File: src/rtl/stopwatch_ctrl.sv
// stopwatch_ctrl
// Two-digit BCD stopwatch sequencer with start, stop and clear control.
// Everything runs on Clock. A prescaler turns Clock into one count step
// every TICK_DIV cycles while running.
//
// Parameters:
//   TICK_DIV - Clock cycles per count step (>= 2)
//   MAX_SEC  - last displayed value before the count wraps to 00 (1..99)
//
// Ports:
//   Clock   - system clock
//   Reset   - asynchronous, active-high reset
//   Start   - level input, rising edge starts or resumes counting
//   Stop    - level input, rising edge pauses counting
//   Clear   - level input, rising edge returns to idle at 00
//   Ones    - BCD ones digit (drives HEX0 decoder)
//   Tens    - BCD tens digit (drives HEX1 decoder)
//   Running - high while counting
//   Tick    - one-cycle pulse on each count increment
//   Wrap    - one-cycle pulse on the increment that rolls MAX_SEC to 00
module stopwatch_ctrl #(
  parameter int TICK_DIV = 50000000,
  parameter int MAX_SEC  = 59
) (
  input  logic       Clock,
  input  logic       Reset,
  input  logic       Start,
  input  logic       Stop,
  input  logic       Clear,
  output logic [3:0] Ones,
  output logic [3:0] Tens,
  output logic       Running,
  output logic       Tick,
  output logic       Wrap
);

  localparam int             PW       = (TICK_DIV > 1) ? $clog2(TICK_DIV) : 1;
  localparam logic [PW-1:0]  TERM     = PW'(TICK_DIV - 1);
  localparam logic [3:0]     MAX_TENS = 4'(MAX_SEC / 10);
  localparam logic [3:0]     MAX_ONES = 4'(MAX_SEC % 10);

  typedef enum logic [1:0] {
    IDLE  = 2'd0,
    RUN   = 2'd1,
    PAUSE = 2'd2
  } state_t;

  state_t          state;
  logic [PW-1:0]   presc;
  logic            start_prev;
  logic            stop_prev;
  logic            clear_prev;

  logic            start_edge;
  logic            stop_edge;
  logic            clear_edge;

  // Rising-edge detection on the debounced button levels. The history
  // registers reset to 1 so a button held through reset release is not
  // mistaken for a fresh press.
  assign start_edge = Start & ~start_prev;
  assign stop_edge  = Stop  & ~stop_prev;
  assign clear_edge = Clear & ~clear_prev;

  // Single sequencer: state, prescaler, digits and all outputs update
  // together. Clear beats Stop beats Start. The prescaler only moves while
  // already in RUN with no Stop/Clear edge, so a pause keeps the partial
  // interval and a Stop on the terminal-count cycle defers that increment
  // to the first RUN cycle after resume.
  always_ff @(posedge Clock or posedge Reset) begin
    if (Reset) begin
      state      <= IDLE;
      presc      <= '0;
      Ones       <= 4'd0;
      Tens       <= 4'd0;
      Running    <= 1'b0;
      Tick       <= 1'b0;
      Wrap       <= 1'b0;
      start_prev <= 1'b1;
      stop_prev  <= 1'b1;
      clear_prev <= 1'b1;
    end else begin
      start_prev <= Start;
      stop_prev  <= Stop;
      clear_prev <= Clear;
      Tick       <= 1'b0;
      Wrap       <= 1'b0;

      if (clear_edge) begin
        state   <= IDLE;
        Running <= 1'b0;
        presc   <= '0;
        Ones    <= 4'd0;
        Tens    <= 4'd0;
      end else if (state == RUN && stop_edge) begin
        state   <= PAUSE;
        Running <= 1'b0;
      end else if (state != RUN && start_edge) begin
        state   <= RUN;
        Running <= 1'b1;
      end else if (state == RUN) begin
        if (presc == TERM) begin
          presc <= '0;
          Tick  <= 1'b1;
          if (Tens == MAX_TENS && Ones == MAX_ONES) begin
            Ones <= 4'd0;
            Tens <= 4'd0;
            Wrap <= 1'b1;
          end else if (Ones == 4'd9) begin
            Ones <= 4'd0;
            Tens <= Tens + 4'd1;
          end else begin
            Ones <= Ones + 4'd1;
          end
        end else begin
          presc <= presc + PW'(1);
        end
      end
    end
  end

endmodule

File: config.mk
export PLATFORM = sky130hd
export DESIGN_NAME = stopwatch_ctrl
export DESIGN_NICKNAME = d
export VERILOG_FILES = /design/src/rtl/stopwatch_ctrl.sv
export SDC_FILE = /design/constraint.sdc
export NUM_CORES = 1
export LEC_CHECK = 0
export BUFFER_PORTS_ARGS = -buffer_cell sky130_fd_sc_hd__buf_2
export CAP_MARGIN = 20
export CELL_PAD_IN_SITES_DETAIL_PLACEMENT = 0
export CELL_PAD_IN_SITES_GLOBAL_PLACEMENT = 1
export CORE_UTILIZATION = 46
export DETAILED_ROUTE_END_ITERATION = 8
export GPL_TIMING_DRIVEN = 0
export PLACE_DENSITY_LB_ADDON = 0.1
export SKIP_CTS_REPAIR_TIMING = 1
export SLEW_MARGIN = 20
export SYNTH_ARGS = -nofsm -noshare
export SYNTH_HDL_FRONTEND = slang
export SYNTH_SLANG_ARGS = --single-unit
File: constraint.sdc
create_clock -name Clock -period 2.71 [get_ports Clock]
set_input_delay 0.4065 -clock Clock [delete_from_list [all_inputs] [get_ports Clock]]
set_output_delay 0.4065 -clock Clock [all_outputs]
set_load 0.01 [all_outputs]
[Word level (Yosys, flattened, before mapping)]
Cells that the tools add are included.
Storage, ports and cells
  flip-flop bits (word level): 42
  bits in latches: 0
  memory bits (writable): 0
  bits in read-only memories: 0
  input bits: 5
  output and inout port bits: 11
  word-level logic and storage cells: 72
  memories kept: 0
Operators by class
  $add $sub $neg: 3
  multiply operators: 0
  divide/modulo/power cells: 0
  $lt $le $gt $ge: 0
  equal/unequal tests: 7
  shift-type cells: 0
  mux-type cells: 36
  bitwise operators: 6
  reduce and logical (&&, ||, !) cells: 10
Operators with widths (number)
  26-bit two-way mux: 5
  4-bit two-way mux: 14
  26-bit by 1-bit adder with 26-bit output (second input constant): 1
  26-bit equality test (second input constant): 1
  1-bit two-way mux: 14
  4-bit by 1-bit adder with 4-bit output (second input constant): 2
  2-bit two-way mux: 3
  3-bit nonzero test: 2
  5-bit AND reduction: 1
  4-bit by 3-bit equality test with 1-bit output (second input constant): 1
  4-bit equality test (second input constant): 1
  2-bit != test (second input constant): 2
  4-bit AND reduction: 1
  2-bit nonzero test: 2
  1-bit AND: 3
  1-bit logical AND: 3
  1-bit NOT: 3
  3-bit AND reduction: 1
  2-bit by 1-bit equality test with 1-bit output (second input constant): 1
  2-bit by 1-bit != test with 1-bit output (second input constant): 1

[Logic depth before layout (Yosys ltp)]
  depth in word-level cells: 8
  mapped depth: 8
  gate-level depth less buffers: 7

[Least setup slack after synthesis]
No wires, ideal clock.
  path type: register to register
  start: register presc[18]
  end: register Tens[0]
  setup time: 0.078 ns
  arrival: 2.055 ns
  data required time: 2.632 ns
  setup slack: 0.577 ns
  cell stages (with the launch flop): 6
  path buffers: 0
  clock period less this slack: 2.133 ns
  cells stage by stage: dfrtp_1 or4b_4 nor4_4 nand4_2 or4_1 a21oi_1
Between the ends
  word-level cells in the longest chain between the ends: 3
Ends and longest elaborated chain
  start, declared: RTL line 49  | logic [PW-1:0] presc;
  start signal, assigned: RTL line 116  | presc <= presc + PW'(1);
  26-bit equality test: RTL line 102  | if (presc == TERM) begin
  2-bit nonzero test (no source line)
  5-bit AND reduction (no source line)
  end signal, assigned: RTL line 111  | Tens <= Tens + 4'd1;
  end, declared: RTL line 31  | output logic [3:0] Tens,
No other way between the ends.
A chain may end at the register's enable or synchronous reset.

[Final worst setup path]
  start: register presc[10]
  end: register Tens[3]
Same word-level chain as after synthesis.

==> key figures <==
Cells and area
  • Most frequent cells in the layout: dfrtp_1 (38), nor2_1 (28), nand2_1 (21)
  • Final nets: 265
  • N_diodes: 0
  • Layout cell share with drive strength beyond 1: 12.5%
  • Commonest non-fill, non-tap cell in the layout: dfrtp_1
  • Post-Layout Cell Count: roughly 300
  • P&R area growth vs syn: 13.8%

Pwr
  • Pwr per Cell Area: 540 mW/mm2
  • Leakage: 1.05 nW
  • VDD IR-drop max: ~0.44 mV

Setup path
  • Reg2Reg Depth: 6
  • Top delay family on crit path: simple AND/OR/NAND/NOR gates
  • Worst path cell trace: or4b_1 > nor4_4 > nand4_2 > clkbuf_1 > nor3_1 > mux2i_1
  • Critical Path RT: 2940 ps
  • CP Capture Type: flip-flop
  • CP Class: reg -> reg
  • Setup crit start kind: flip-flop
  • Crit. Startpoint: presc[10]$_DFFE_PP0P_
  • Worst EP arrival: 2690 ps
  • Critical Path Slowest Stage Cell: or4b_1
  • WP buf/inv: 1
  • Slowest Stage Delay on Critical Path: 560 ps
  • Reg2reg start: presc[10]$_DFFE_PP0P_
  • Reg2reg end: Tens[3]$_DFFE_PP0P_
  • Worst Setup EP: Tens[3]$_DFFE_PP0P_
  • Critical Path Stages: 6
  • Reg-to-reg slack, setup: 250 ps
  • Peak fanout along the critical path: 10

Place
  • DP HPWL: about 3200 um
  • Placed cell count: 300
  • I/O Buffers: 15
  • RePlAce Congestion: 0.767

Die
  • Num rows: 24
  • Core area: 0.00441 mm2
  • Die span in y: 70.0 um
  • Die ar.: 0.00490 mm2
  • Initial Util: 48.2%
  • Die Span X: 70.0 um
  • Top Ports: 16

Global routing
  • Initial antenna violation count: 0
  • Total grt overflow: 0
  • Largest net degree at the start of global routing: 29
  • Total GRT Usage: 21.1%
  • First-pass GRT wire length: 8180 um
  • Vias in the first global route: approximately 1700

STA
  • Rel. slew slack: 55.6%
  • Clock Skew: 9.71 ps
  • Final cycle utilization of the critical path: 90.9%
  • Min Tclk post-route: roughly 2500 ps
  • Final setup viols: 0
  • Final setup TNS: 0 ps
  • Worst slew pin tran: 661 ps
  • Pins over their slew limit: 0
  • Max frequency: 0.406 GHz
  • Final hold vios: 0
  • RSZ-0062 raised after global routing: no

Min path
  • Hold Path Class: in -> async

Synth
  • Syn Inst Count: 232
  • Synthesized area per cell: approximately 9 um2
  • Post-synth EDFFs: 0
  • Synthesized net count: 242
  • FFs w/ async S/R, synth: 100%
  • Synth Flop Type: dfrtp_1
  • #FFs+latches synth: 41
  • Register area share after synthesis: between 40% and 50%
  • Yosys cell types: 34
  • Yosys warning count: 0
  • Mapped Area: around 0.0021 mm2

Detailed routing
  • Wire per inst: 14.6 um
  • # DRC: 0
  • Met2 wire length: approximately 2000 um
  • Final wirelength: 4500 um
  • Post-route ant nets: 0
  • DRT met1 WL: 2330 um
  • Uppermost layer routed: met4
  • Via-to-Cell Ratio: 5.61
  • Drt first pass iters: 4
  • DR vias: 1727
  • Routed met3 length: 111 um
  • Number of DRC markers in iteration 0: 73

Clocking
  • Clock root buffer: clkbuf_8
  • Worst-Skew Late Latency: around 300 ps
  • H-tree depth: 2
  • CTS tree: built
  • Total CTS buffers: 5
  • Clock-pin transition on the worst setup and hold timing paths: 90 ps
  • Clock Sinks: 41
  • Clock Path Buffers: 2

Job
  • Max-cap violations: 0

Run status
  • Status: completed
==> cell type report <==
class                   instances  area [um2]
fillers                       423        1990
multi-input cells             175        1040
flip-flops and latches         41        1030
repair buffers                 16        95.1
clock buffers                   5        68.8
clock inverters                 3        65.1
well taps                      52        65.1
plain buffers                   8        30.0
inverters                       8        30.0
==> synthesized netlist by cell type (6+ instances only) <==
| library cell | instances | area [um2] |
|---|---|---|
| a21oi_1 | 16 | 80.1 |
| clkbuf_1 | 7 | 26.3 |
| dfrtp_1 | 38 | 951 |
| inv_1 | 8 | 30.0 |
| nand2_1 | 21 | 78.8 |
| nand3_1 | 12 | 60.1 |
| nand4_1 | 14 | 87.6 |
| nor2_1 | 28 | 105 |
| nor3_1 | 6 | 30.0 |
| o21ai_0 | 12 | 60.1 |
| or3_1 | 8 | 50.1 |
| xor2_1 | 12 | 105 |
==> flip-flops by register name, indices dropped and copies added (netlist names) <==
name and flops:
Ones 4, Tens 4, Tick 1, Wrap 1, clear_prev 1, presc 26
start_prev 1, state 2, stop_prev 1
==> metrics by stage <==
stage / instance area, um2 / utilization [%] / total power (W) / hold WS (ps) / setup WS (ps)
CTS: 2420 / 54.9 / 0.00133 / 66.7 / 244
finish: 2420 / 54.9 / 0.00131 / 58.6 / 247
global route: 2420 / 54.9 / 0.00136 / 76.2 / 61.8
detailed placement: 2290 / 51.8 / 0.000738 / 391 / 245
floorplan: 2130 / - / 0.000706 / 411 / 577
global placement: 2270 / 51.4 / 0.000732 / 495 / 276
==> cells by family after synthesis <==
family	Yosys count	share of synthesized area, %
simple gates	119	30.3
flops	41	48.4
compound gates	33	8.11
xor+xnor	17	7.00
buf+inv	16	2.82
fa+ha+maj	5	2.94
mux	1	0.470
==> worst min path at each step <==
stage                     cells after the start                    end            startpoint
final                                         2    Ones[1]$_DFFE_PP0P_                 Reset
after global routing                          2    Ones[1]$_DFFE_PP0P_                 Reset
after CTS                                     2    Ones[1]$_DFFE_PP0P_                 Reset
after detailed placement                      2  presc[23]$_DFFE_PP0P_                 Reset
after global placement                        2   state[1]$_DFFE_PP0P_  state[1]$_DFFE_PP0P_
after floorplan                               0   clear_prev$_DFF_PP1_                 Clear
==> worst register-to-register path, cell delays in order, from the launching register on <==
cell and delay [ps]:
dfrtp_1 430, or4b_1 560, nor4_4 320, nand4_2 270
clkbuf_1 300, nor3_1 290, mux2i_1 210
==> power breakdown <==
part | internal [W] | total (W) | switching [W] | leakage [nW]
Sequential | 0.000628 | 0.000639 | 0.0000108 | 0.559
Combinational | 0.0000254 | 0.0000842 | 0.0000588 | 0.428
Clock | 0.000366 | 0.000585 | 0.000218 | 0.0681
==> routing by layer <==
metal | vias up | GRT usage [%]
met3 | 5 | 3.46
met2 | 22 | 31.6
li1 | 863 | -
met1 | 837 | 30.7
met5 | - | 0
met4 | 0 | 8.00
(Power assumes the default switching activity.)
